$ cat config.mk
export PLATFORM = sky130hd
export DESIGN_NAME = iram_fetch_ctrl
export DESIGN_NICKNAME = d
export VERILOG_FILES = /design/src/rtl/iram_fetch_ctrl.sv
export SDC_FILE = /design/constraint.sdc
export NUM_CORES = 1
export LEC_CHECK = 0
export ABC_CLOCK_PERIOD_IN_PS = 6500
export CELL_PAD_IN_SITES_DETAIL_PLACEMENT = 0
export CELL_PAD_IN_SITES_GLOBAL_PLACEMENT = 2
export CORE_ASPECT_RATIO = 0.7
export CORE_MARGIN = 2
export CORE_UTILIZATION = 30
export DETAILED_ROUTE_END_ITERATION = 7
export MAX_ROUTING_LAYER = met4
export PLACE_DENSITY = 0.78
export SLEW_MARGIN = 20
export SYNTH_ARGS = -nofsm -noshare
export SYNTH_HDL_FRONTEND = slang
export SYNTH_SLANG_ARGS = --single-unit
$ cat constraint.sdc
create_clock -name CLK -period 6.5 [get_ports CLK]
set_clock_uncertainty 0.2 [all_clocks]
set_input_delay 1.3 -clock CLK [delete_from_list [all_inputs] [get_ports CLK]]
set_output_delay 1.3 -clock CLK [all_outputs]
set_load 0.05 [all_outputs]
$ cat src/rtl/iram_fetch_ctrl.sv
// Brainfuck-style instruction fetcher: reads IRAM, presents ops, resolves '[' ']' internally by scanning.
// Latency: INSN_VALID two cycles after FETCH; holds INSN until INSN_READY; BR_WAIT stalls until CORE_IDLE.
module iram_fetch_ctrl #(
    parameter int IA_WIDTH    = 11,
    parameter int DEPTH_WIDTH = 8
) (
    input  logic                CLK,
    input  logic                RST_N,
    output logic [IA_WIDTH-1:0] IA,
    output logic                IEN,
    input  logic [7:0]          IDIN,
    output logic [7:0]          INSN,
    output logic                INSN_VALID,
    input  logic                INSN_READY,
    input  logic                CORE_IDLE,
    input  logic                CELL_ZERO,
    output logic                HALT,
    output logic                ERROR
);

    typedef enum logic [3:0] {
        FETCH,
        DECODE,
        PRESENT,
        BR_WAIT,
        SCAN_FWD_RD,
        SCAN_FWD_DEC,
        SCAN_BK_RD,
        SCAN_BK_DEC,
        HALTED,
        ERR
    } state_t;

    localparam logic [7:0]             OP_END    = 8'h00;
    localparam logic [7:0]             OP_OPEN   = 8'h5B;
    localparam logic [7:0]             OP_CLOSE  = 8'h5D;
    localparam logic [IA_WIDTH-1:0]    PC_ONE    = IA_WIDTH'(1);
    localparam logic [IA_WIDTH-1:0]    PC_MAX    = {IA_WIDTH{1'b1}};
    localparam logic [DEPTH_WIDTH-1:0] DEPTH_ONE = DEPTH_WIDTH'(1);
    localparam logic [DEPTH_WIDTH-1:0] DEPTH_MAX = {DEPTH_WIDTH{1'b1}};

    state_t                 state;
    logic [IA_WIDTH-1:0]    pc;
    logic [DEPTH_WIDTH-1:0] depth;
    logic [7:0]             insn_q;
    logic                   insn_vld_q;
    logic                   br_open;

    assign IA         = pc;
    assign IEN        = RST_N & ((state == FETCH) | (state == SCAN_FWD_RD) | (state == SCAN_BK_RD));
    assign INSN       = insn_q;
    assign INSN_VALID = insn_vld_q;
    // HALT rises in the DECODE cycle that sees the end byte, then stays via HALTED.
    assign HALT       = (state == HALTED) | ((state == DECODE) & (IDIN == OP_END));
    assign ERROR      = (state == ERR);

    always_ff @(posedge CLK or negedge RST_N) begin
        if (!RST_N) begin
            state      <= FETCH;
            pc         <= '0;
            depth      <= '0;
            insn_q     <= 8'h00;
            insn_vld_q <= 1'b0;
            br_open    <= 1'b0;
        end else begin
            case (state)
                FETCH: state <= DECODE;

                DECODE: begin
                    if (IDIN == OP_END) begin
                        state <= HALTED;
                    end else if ((IDIN == OP_OPEN) || (IDIN == OP_CLOSE)) begin
                        br_open <= (IDIN == OP_OPEN);
                        state   <= BR_WAIT;
                    end else begin
                        insn_q     <= IDIN;
                        insn_vld_q <= 1'b1;
                        state      <= PRESENT;
                    end
                end

                PRESENT: begin
                    if (INSN_READY) begin
                        insn_vld_q <= 1'b0;
                        pc         <= pc + PC_ONE;
                        state      <= FETCH;
                    end
                end

                BR_WAIT: begin
                    if (CORE_IDLE) begin
                        // '[' on non-zero or ']' on zero falls through to the next byte.
                        if (br_open != CELL_ZERO) begin
                            pc    <= pc + PC_ONE;
                            state <= FETCH;
                        end else if (br_open) begin
                            if (pc == PC_MAX) begin
                                state <= ERR;
                            end else begin
                                depth <= DEPTH_ONE;
                                pc    <= pc + PC_ONE;
                                state <= SCAN_FWD_RD;
                            end
                        end else begin
                            if (pc == '0) begin
                                state <= ERR;
                            end else begin
                                depth <= DEPTH_ONE;
                                pc    <= pc - PC_ONE;
                                state <= SCAN_BK_RD;
                            end
                        end
                    end
                end

                SCAN_FWD_RD: state <= SCAN_FWD_DEC;

                SCAN_FWD_DEC: begin
                    if (IDIN == OP_END) begin
                        state <= ERR;
                    end else if ((IDIN == OP_CLOSE) && (depth == DEPTH_ONE)) begin
                        depth <= '0;
                        pc    <= pc + PC_ONE;
                        state <= FETCH;
                    end else if ((IDIN == OP_OPEN) && (depth == DEPTH_MAX)) begin
                        state <= ERR;
                    end else if (pc == PC_MAX) begin
                        state <= ERR;
                    end else begin
                        if (IDIN == OP_OPEN) begin
                            depth <= depth + DEPTH_ONE;
                        end else if (IDIN == OP_CLOSE) begin
                            depth <= depth - DEPTH_ONE;
                        end
                        pc    <= pc + PC_ONE;
                        state <= SCAN_FWD_RD;
                    end
                end

                SCAN_BK_RD: state <= SCAN_BK_DEC;

                SCAN_BK_DEC: begin
                    // Resume just past the matching '[' so it is not re-evaluated.
                    if ((IDIN == OP_OPEN) && (depth == DEPTH_ONE)) begin
                        depth <= '0;
                        pc    <= pc + PC_ONE;
                        state <= FETCH;
                    end else if ((IDIN == OP_CLOSE) && (depth == DEPTH_MAX)) begin
                        state <= ERR;
                    end else if (pc == '0) begin
                        state <= ERR;
                    end else begin
                        if (IDIN == OP_CLOSE) begin
                            depth <= depth + DEPTH_ONE;
                        end else if (IDIN == OP_OPEN) begin
                            depth <= depth - DEPTH_ONE;
                        end
                        pc    <= pc - PC_ONE;
                        state <= SCAN_BK_RD;
                    end
                end

                HALTED: state <= HALTED;
                ERR:    state <= ERR;
                default: state <= ERR;
            endcase
        end
    end

endmodule

==> impl_metrics.tcl, run 1 <==
set metrics [dict create \
    met3_usage_pct 2.21 \
    ys.flop_type "dfrtp_1" \
    drv_slew 0 \
    tightest_slew_ns 1.03 \
    fill_cells 1048 \
    numClockSinks 33 \
    cp-startpoint "IDIN[2]" \
    synth-compound-area-share_pct 30.1 \
    die_x_um 126 \
    busiest_layer "met1" \
    diodes 0 \
    hold_slack_ns 0.311 \
    totalWireLength_um 10200 \
    hp-class "reg2reg" \
    cts_tree "yes" \
    cts_setup_buffers 0 \
    cts-root-buf "clkbuf_16" \
    initial_core_util_pct 30.4 \
    rows 31 \
    cts_resized 0 \
    die_height_um 89.1 \
    nets 428 \
    use_met2_pct 26.6 \
    post-route-period-util_pct 78.7 \
    core_um2 10200 \
    cp.arrival_ns 3.62 \
    max_freq_mhz 195 \
    min-delay-start "INSN[5]" \
    design_area_um2 3630 \
    drc_errors 0 \
    grtUsageMet1_pct 28.8 \
    synthCells 397 \
    synth_cell_types 73 \
    async_reset_ff_share_pct 100 \
    vdd_drop_max_uv 91.1 \
    p_total_mw 0.481 \
    clockBufferDepth 2 \
    final_hold_viol_count 0 \
    drt-wirelength-per-cell_um 18.8 \
    dp_hpwl_um 7140 \
    ys.warnings.count 0 \
    power.density_nw_per_um2 132 \
    criticalPathCategory "in2out" \
    r2r_start "depth[1]" \
    maxSlewHeadroom_pct 31.3 \
    track_usage_pct 18.9 \
    first_global_vias 2915 \
    worst_setup_path_end_kind "output pin" \
    synth-edff-count 0 \
    grt_setup_unrepaired "no" \
    viasPerCell 5.97 \
    clk_pin_slew_ns 0.05 \
    synth-simple-area-share_pct 28.2 \
    reg2reg_slack_ns 2.95 \
    crit_path_start_kind "input port" \
    clk-insertion-delay-late_ns 0.28 \
    drtPass1Iterations 7 \
    synth-xor-area-share_pct 1.98 \
    cp_max_fo 6 \
    synth_top_family_by_area "compound AO/OA/AOI/OAI gates" \
    final_antenna_net_count 0 \
    maxCapViolations 0 \
    numCtsBuffers 5 \
    io_pins 36 \
    synthAdderAreaFrac_pct 2.02 \
    grt_first_pass_wirelength_um 16300 \
    finalCriticalPeriod_ns 5.12 \
    postPlaceCellArea_um2 3480 \
    vias 3240 \
    syn_nets 415 \
    first_iter_violations 287 \
    finalSetupViolations 0 \
    fin_cells 543 \
    ys_seq_area_share_pct 26.6 \
    postSynthAreaPerCell_um2 7.82 \
    grt_max_degree 35 \
    fin_setup_tns_ns 0 \
    io_buffers 35 \
    cts_hold_buf 0 \
    synth_area_um2 3100 \
    antenna_found_initial 0 \
    status "finished, final reports clean" \
    grt_overflow 0 \
    dp.cells 535 \
    drive_gt1_share_pct 8.03 \
    ys_ff_latch 33 \
    cp.required_ns 5.00 \
    synth_mux_area_share_pct 4.88 \
    leakagePower_nw 1.32 \
    gp_congestion 0.839 \
    die_area_um2 11200 \
    htreeDepth 2 \
    area_growth_pct 17.1 \
]
==> state kept, by name, summed over array words and instances (netlist names) <==
name	cells
IA	11
INSN	8
INSN_VALID	1
br_open	1
depth	8
state	4
==> stage by stage <==
| stage | util (%) | worst slack, ns |
|---|---|---|
| global route | 35.6 | 1.26 |
| detailed placement | 34.1 | 1.41 |
| CTS | 35.6 | 1.40 |
| floorplan | - | 2.05 |
| global placement | 34.1 | 1.41 |
| finish | 35.6 | 1.38 |
==> Yosys cell counts, drive strengths merged (7+ instances only) <==
library cell / n / area (um2)
o31ai: 8 / 65.1
a22oi: 7 / 57.6
o21ai: 33 / 169
nor3: 27 / 161
inv: 13 / 48.8
o22ai: 7 / 43.8
nand2b: 7 / 43.8
buf: 12 / 76.3
mux2: 9 / 101
a21oi: 27 / 146
dfrtp: 33 / 826
nor2: 34 / 128
nand2: 28 / 105
nor4: 8 / 50.1
clkbuf: 18 / 67.6
a31oi: 7 / 43.8
nand4: 7 / 50.1
nand3: 16 / 80.1
==> power breakdown <==
| part | leakage (nW) | internal (mW) | switching (mW) |
|---|---|---|---|
| clock network | 0.0799 | 0.162 | 0.0911 |
| logic | 0.817 | 0.00903 | 0.0135 |
| registers | 0.419 | 0.206 | 0 |
| total | 1.32 | 0.377 | 0.105 |
==> logic make-up (layout without fill, tap and decap cells) <==
kind of cell | count (synthesis) | count (layout)
buffers and inverters | 43 | 57
DFF | 33 | 33
AOI/OAI and AO/OA | 135 | 135
adders and majority gates | 5 | 5
muxes | 14 | 14
xor gates and xnor gates | 7 | 7
and+or+nand+nor | 160 | 160
==> final timing paths <==
kind | end | cells past startpoint
max in group asynchronous | IA[9] | 2
min in group asynchronous | depth[1] | 2
worst min-delay path | INSN[5] | 1
worst max-delay path | HALT | 7
worst max register to register | IA[9] | 9
worst min register to register | INSN[5] | 1
==> routing by layer <==
layer	vias to the layer above	share of wire, %
met4	0	0.84
met3	8	6.9
met5	-	0
met2	138	41
li1	1540	-
met1	1554	51
==> critical path, cell delays in order <==
cell	delay, ns
clkdlybuf4s50_1	0.45
nor3_1	0.26
nand3_1	0.27
nor3_1	0.21
a21oi_1	0.06
nor3_1	0.21
clkdlybuf4s50_1	0.85
==> cells in the final DEF (no fill, tap or decap), types with 3 or more instances in the layout <==
cell	instances
and2_1	4
o21ai_0	26
mux2i_1	5
or4_1	3
nor3_1	23
o21ai_1	6
mux2_2	9
xnor2_1	5
nor4_1	8
a221oi_1	3
a22oi_1	6
nor2_1	34
nand3_1	16
and4_1	3
o221ai_1	4
nand2b_1	7
o21bai_1	3
o31ai_1	7
a21oi_1	26
a21o_1	5
a2bb2oi_1	3
and3_1	5
nand2_1	28
clkdlybuf4s50_1	34
ha_1	5
a211oi_1	4
a211o_1	3
clkbuf_16	5
o22ai_1	7
nor3_2	3
a31oi_1	7
nand4_1	6
dfrtp_1	33
inv_1	13
nor2b_1	3
==> final cells by class <==
class                      instances  area, um2  area share, %
multi-input combinational        321       2080           57.3
sequential                        33        826           22.7
timing repair buffer              36        353           9.71
tap                              132        165           4.54
clock buffer                       7        153           4.20
inverter                          13       48.8           1.34
clock inverter                     1       5.00          0.138
Power figures use the tool's default switching activity.
==> run 2, diff against run 1 <==
Settings changed: ABC_CLOCK_PERIOD_IN_PS 6500 to 4400, PLACE_DENSITY 0.78 to 0.8.
Clock period 6.5 ns to 4.4 ns, I/O delays scaled along.
==> impl_metrics.tcl, run 2 (synthesized netlist as in run 1, its figures left out) <==
set metrics [dict create \
    vdd_drop_max_uv 150 \
    first_global_vias 2909 \
    cts_tree "yes" \
    core_um2 10200 \
    status "finished, final reports clean" \
    drtPass1Iterations 5 \
    drive_gt1_share_pct 8.72 \
    rows 31 \
    min-delay-start "INSN[7]" \
    cp.arrival_ns 3.61 \
    final_antenna_net_count 0 \
    grt_setup_unrepaired "no" \
    cts-root-buf "clkbuf_16" \
    numCtsBuffers 5 \
    track_usage_pct 18.8 \
    holdPathEnd "INSN[7]" \
    die_area_um2 11200 \
    maxCapViolations 0 \
    layout_commonest_cell "nor2_1" \
    drv_slew 0 \
    post-route-period-util_pct 82.8 \
    final_hold_viol_count 0 \
    regArea_um2 826 \
    grt_max_degree 34 \
    drc_errors 0 \
    crit_path_start_kind "input port" \
    largest_reg_flops 11 \
    diodes 0 \
    cts_resized 0 \
    fill_cells 1069 \
    cts_setup_buffers 0 \
    layout_common_cells "34 x nor2_1, 33 x dfrtp_1, 33 x clkdlybuf4s50_1" \
    tightest_slew_ns 0.992 \
    finalSetupViolations 0 \
    die_height_um 89.1 \
    cts_hold_buf 0 \
    finish.utilization_pct 35.9 \
    criticalPathCategory "in2reg" \
    worst_setup_path_end_kind "register" \
    max_freq_mhz 275 \
    drt-wirelength-per-cell_um 18.3 \
    viasPerCell 5.99 \
    totalWireLength_um 9990 \
    numClockSinks 33 \
    htreeDepth 2 \
    cp.required_ns 4.37 \
    grt_overflow 0 \
    die_x_um 126 \
    vias 3264 \
    leakagePower_nw 1.33 \
    io_pins 36 \
    first_iter_violations 332 \
    clockBufferDepth 2 \
    io_buffers 35 \
    finalCriticalPeriod_ns 3.64 \
    gp_congestion 0.824 \
    hp-class "reg2reg" \
    nets 431 \
    maxSlewHeadroom_pct 33.8 \
    r2r_start "state[3]" \
    antenna_found_initial 0 \
    reg2reg_depth 7 \
    grt_first_pass_wirelength_um 16300 \
    area_growth_pct 17.9 \
    clk_pin_slew_ns 0.05 \
    reg2reg_slack_ns 1.00 \
    holdPathStages 1 \
    multi_input_comb_area_um2 2080 \
    power.density_nw_per_um2 199 \
    fin_setup_tns_ns 0 \
    cp_max_fo 24 \
    dp_hpwl_um 7240 \
    clk-insertion-delay-late_ns 0.28 \
    initial_core_util_pct 30.4 \
    worst_r2r_endpoint "IA[9]" \
]
## run 2: cell types whose count changed in the layout (fill, tap and decap cells not counted), sizes merged
| cell | change |
|---|---|
| clkdlybuf4s50 | -1 |
| clkbuf | -2 |
| bufinv | +1 |
| buf | +4 |
## run 2: metal layers
layer  wire, um  track usage, %  up-vias
li1           -               -     1547
met1       5460            29.7     1581
met2       3800            24.1      129
met3        660            3.59        7
met4         74            3.54        0
met5          0               -        -
## run 2: where the power goes
group,total (mW),internal (mW),switching [mW]
Combinational,0.0333,0.0134,0.0199
Sequential,0.304,0.304,0
Clock,0.392,0.263,0.129
## run 2: worst max-delay path: stages
cell and delay, ns:
clkdlybuf4s50_1 0.47, nor4b_1 0.61, and2_1 0.28, a22oi_1 0.12
o21ai_2 0.80, nor2_1 0.13, a311oi_1 0.31
## run 2: through the flow
step	cells	hold WS, ns	power, mW	cell area, um2	setup WS (ns)
after floorplan	397	0.288	0.319	3100	0.794
after global placement	538	0.291	0.342	3500	0.595
after detailed placement	538	0.296	0.343	3500	0.516
after CTS	545	0.315	0.740	3660	0.767
after global routing	545	0.332	0.754	3660	0.412
final	545	0.309	0.729	3660	0.757
## run 2: worst max-delay path by stage
stage / start / cells after the start / to
2_1_floorplan: IDIN[2] / 5 / HALT
3_3_place_gp: IDIN[1] / 8 / depth[7]
3_5_place_dp: IDIN[4] / 8 / IA[2]
4_1_cts: IDIN[5] / 7 / HALT
5_1_grt: IDIN[4] / 8 / IA[2]
6_report: IDIN[1] / 7 / IA[9]
## run 2: area by class of cell
class / instances / area share (%)
Multi-Input combinational cell: 321 / 57.0
Clock buffer: 5 / 3.42
Sequential cell: 33 / 22.6
Tap cell: 132 / 4.52
Inverter: 13 / 1.33
Clock inverter: 2 / 0.958
Timing Repair Buffer: 39 / 10.2
==> run 3, diff against run 2 <==
Settings changed: ABC_CLOCK_PERIOD_IN_PS 4400 to 3610, PLACE_DENSITY 0.8 to 0.78.
Clock period 4.4 ns to 3.61 ns, I/O delays scaled along.
==> impl_metrics.tcl, run 3 (synthesized netlist as in run 1, its figures left out) <==
set metrics [dict create \
    post-route-period-util_pct 92.7 \
    cp_max_fo 4 \
    path_cells "clkdlybuf4s50_1, nor3_1, nand3_1, nor3_1, a21oi_1, nor3_1, buf_12" \
    criticalPathCategory "in2out" \
    diodes 0 \
    antenna_found_initial 0 \
    worst_slack_ns 0.263 \
    first_iter_violations 317 \
    grt_first_pass_wirelength_um 16800 \
    area_growth_pct 24.6 \
    vdd_drop_max_uv 140 \
    largest_reg_flops 11 \
    final_hold_viol_count 0 \
    viasPerCell 5.88 \
    critPathMaxStageDelay_ns 0.46 \
    pre_cts_ws_ns 0.100 \
    drtPass1Iterations 5 \
    initial_core_util_pct 30.4 \
    cts_setup_buffers 0 \
    power.density_nw_per_um2 241 \
    cp.arrival_ns 2.42 \
    cp_common_cell "nor3_1" \
    track_usage_pct 19.6 \
    layout_commonest_cell "nor2_1" \
    grt_setup_unrepaired "no" \
    core_um2 10200 \
    totalWireLength_um 10500 \
    layout_common_cells "34 x nor2_1, 33 x dfrtp_1, 32 x clkdlybuf4s50_1" \
    io_buffers 35 \
    nets 456 \
    grt_overflow 0 \
    numCtsBuffers 5 \
    max_freq_mhz 299 \
    dp.cells 563 \
    maxSlewHeadroom_pct 41.3 \
    drive_gt1_share_pct 14.1 \
    seq_power_share_pct 39.8 \
    numClockSinks 33 \
    fill_cells 1063 \
    internal-power_mw 0.733 \
    maxCapViolations 0 \
    drv_slew 0 \
    clk_pin_slew_ns 0.06 \
    slowest_stage "clkdlybuf4s50_1" \
    cts_tree "yes" \
    gp_congestion 0.887 \
    grt_max_degree 34 \
    die_height_um 89.1 \
    hp-class "reg2reg" \
    tightest_slew_ns 0.872 \
    power_switching_mw 0.197 \
    vias 3356 \
    worst_setup_path_end_kind "output pin" \
    die_x_um 126 \
    dp_hpwl_um 7750 \
    cts-root-buf "clkbuf_16" \
    switching_share_pct 21.2 \
    cts_hold_buf 0 \
    htreeDepth 2 \
    drc_errors 0 \
    io_pins 36 \
    finalCriticalPeriod_ns 3.35 \
    rows 31 \
    clk-insertion-delay-late_ns 0.28 \
    clockPowerShare_pct 55.6 \
    p_comb_share_pct 4.6 \
    fin_setup_tns_ns 0 \
    final_antenna_net_count 0 \
    crit_path_start_kind "input port" \
    finalSetupViolations 0 \
    fin_cells 571 \
    status "finished, final reports clean" \
    clockBufferDepth 2 \
    cp.required_ns 2.69 \
    first_global_vias 2950 \
    leakagePower_nw 1.46 \
    cts_resized 0 \
    drt-wirelength-per-cell_um 18.4 \
    die_area_um2 11200 \
]
[run 3: power groups by stage]
stage	Combinational, mW	Clock (mW)	Sequential (mW)
floorplan	0.0120	0	0.377
global placement	0.0428	0	0.377
detailed placement	0.0430	0	0.377
CTS	0.0434	0.524	0.370
global route	0.0477	0.544	0.370
finish	0.0430	0.518	0.370
[run 3: worst max-delay path, delay by kind of cell]
| kind | cells | cell delay, ns |
|---|---|---|
| simple gates | 4 | 1.00 |
| compound gates | 1 | 0.06 |
| buf+inv | 2 | 0.65 |
[run 3: per-layer routing]
metal	vias up	track usage, %	share of wire [%]
li1	1605	-	-
met4	0	3.33	0.72
met2	152	24.8	38
met1	1592	31.1	53
met5	-	-	0
met3	7	4.13	8.3
[run 3: final cells by class]
| type | count | area [um2] | share of cell area (%) |
|---|---|---|---|
| multi-input cells | 321 | 2080 | 53.9 |
| inverters | 13 | 48.8 | 1.26 |
| well taps | 132 | 165 | 4.27 |
| repair buffers | 64 | 571 | 14.8 |
| clock buffers | 7 | 143 | 3.69 |
| flip-flops and latches | 33 | 826 | 21.4 |
| clock inverters | 1 | 30.0 | 0.776 |
[run 3: through the flow]
stage	power (mW)	utilization (%)	cell area, um2	hold WS, ns
after global routing	0.962	37.9	3870	0.336
after CTS	0.938	37.9	3870	0.319
final	0.931	37.9	3870	0.312
after floorplan	0.389	-	3100	0.226
after detailed placement	0.420	36.2	3690	0.301
after global placement	0.419	36.2	3690	0.295
[run 3: final timing paths]
path | slack [ns] | depth (start not counted) | startpoint | endpoint
max | 0.26 | 7 | IDIN[5] | HALT
min | 0.31 | 1 | INSN[4] | INSN[4]
max reg2reg | 0.59 | 10 | depth[1] | IA[5]
min reg2reg | 0.31 | 1 | INSN[4] | INSN[4]
max in group asynchronous | 2.52 | 2 | RST_N | IA[2]
min in group asynchronous | 0.36 | 2 | RST_N | depth[2]
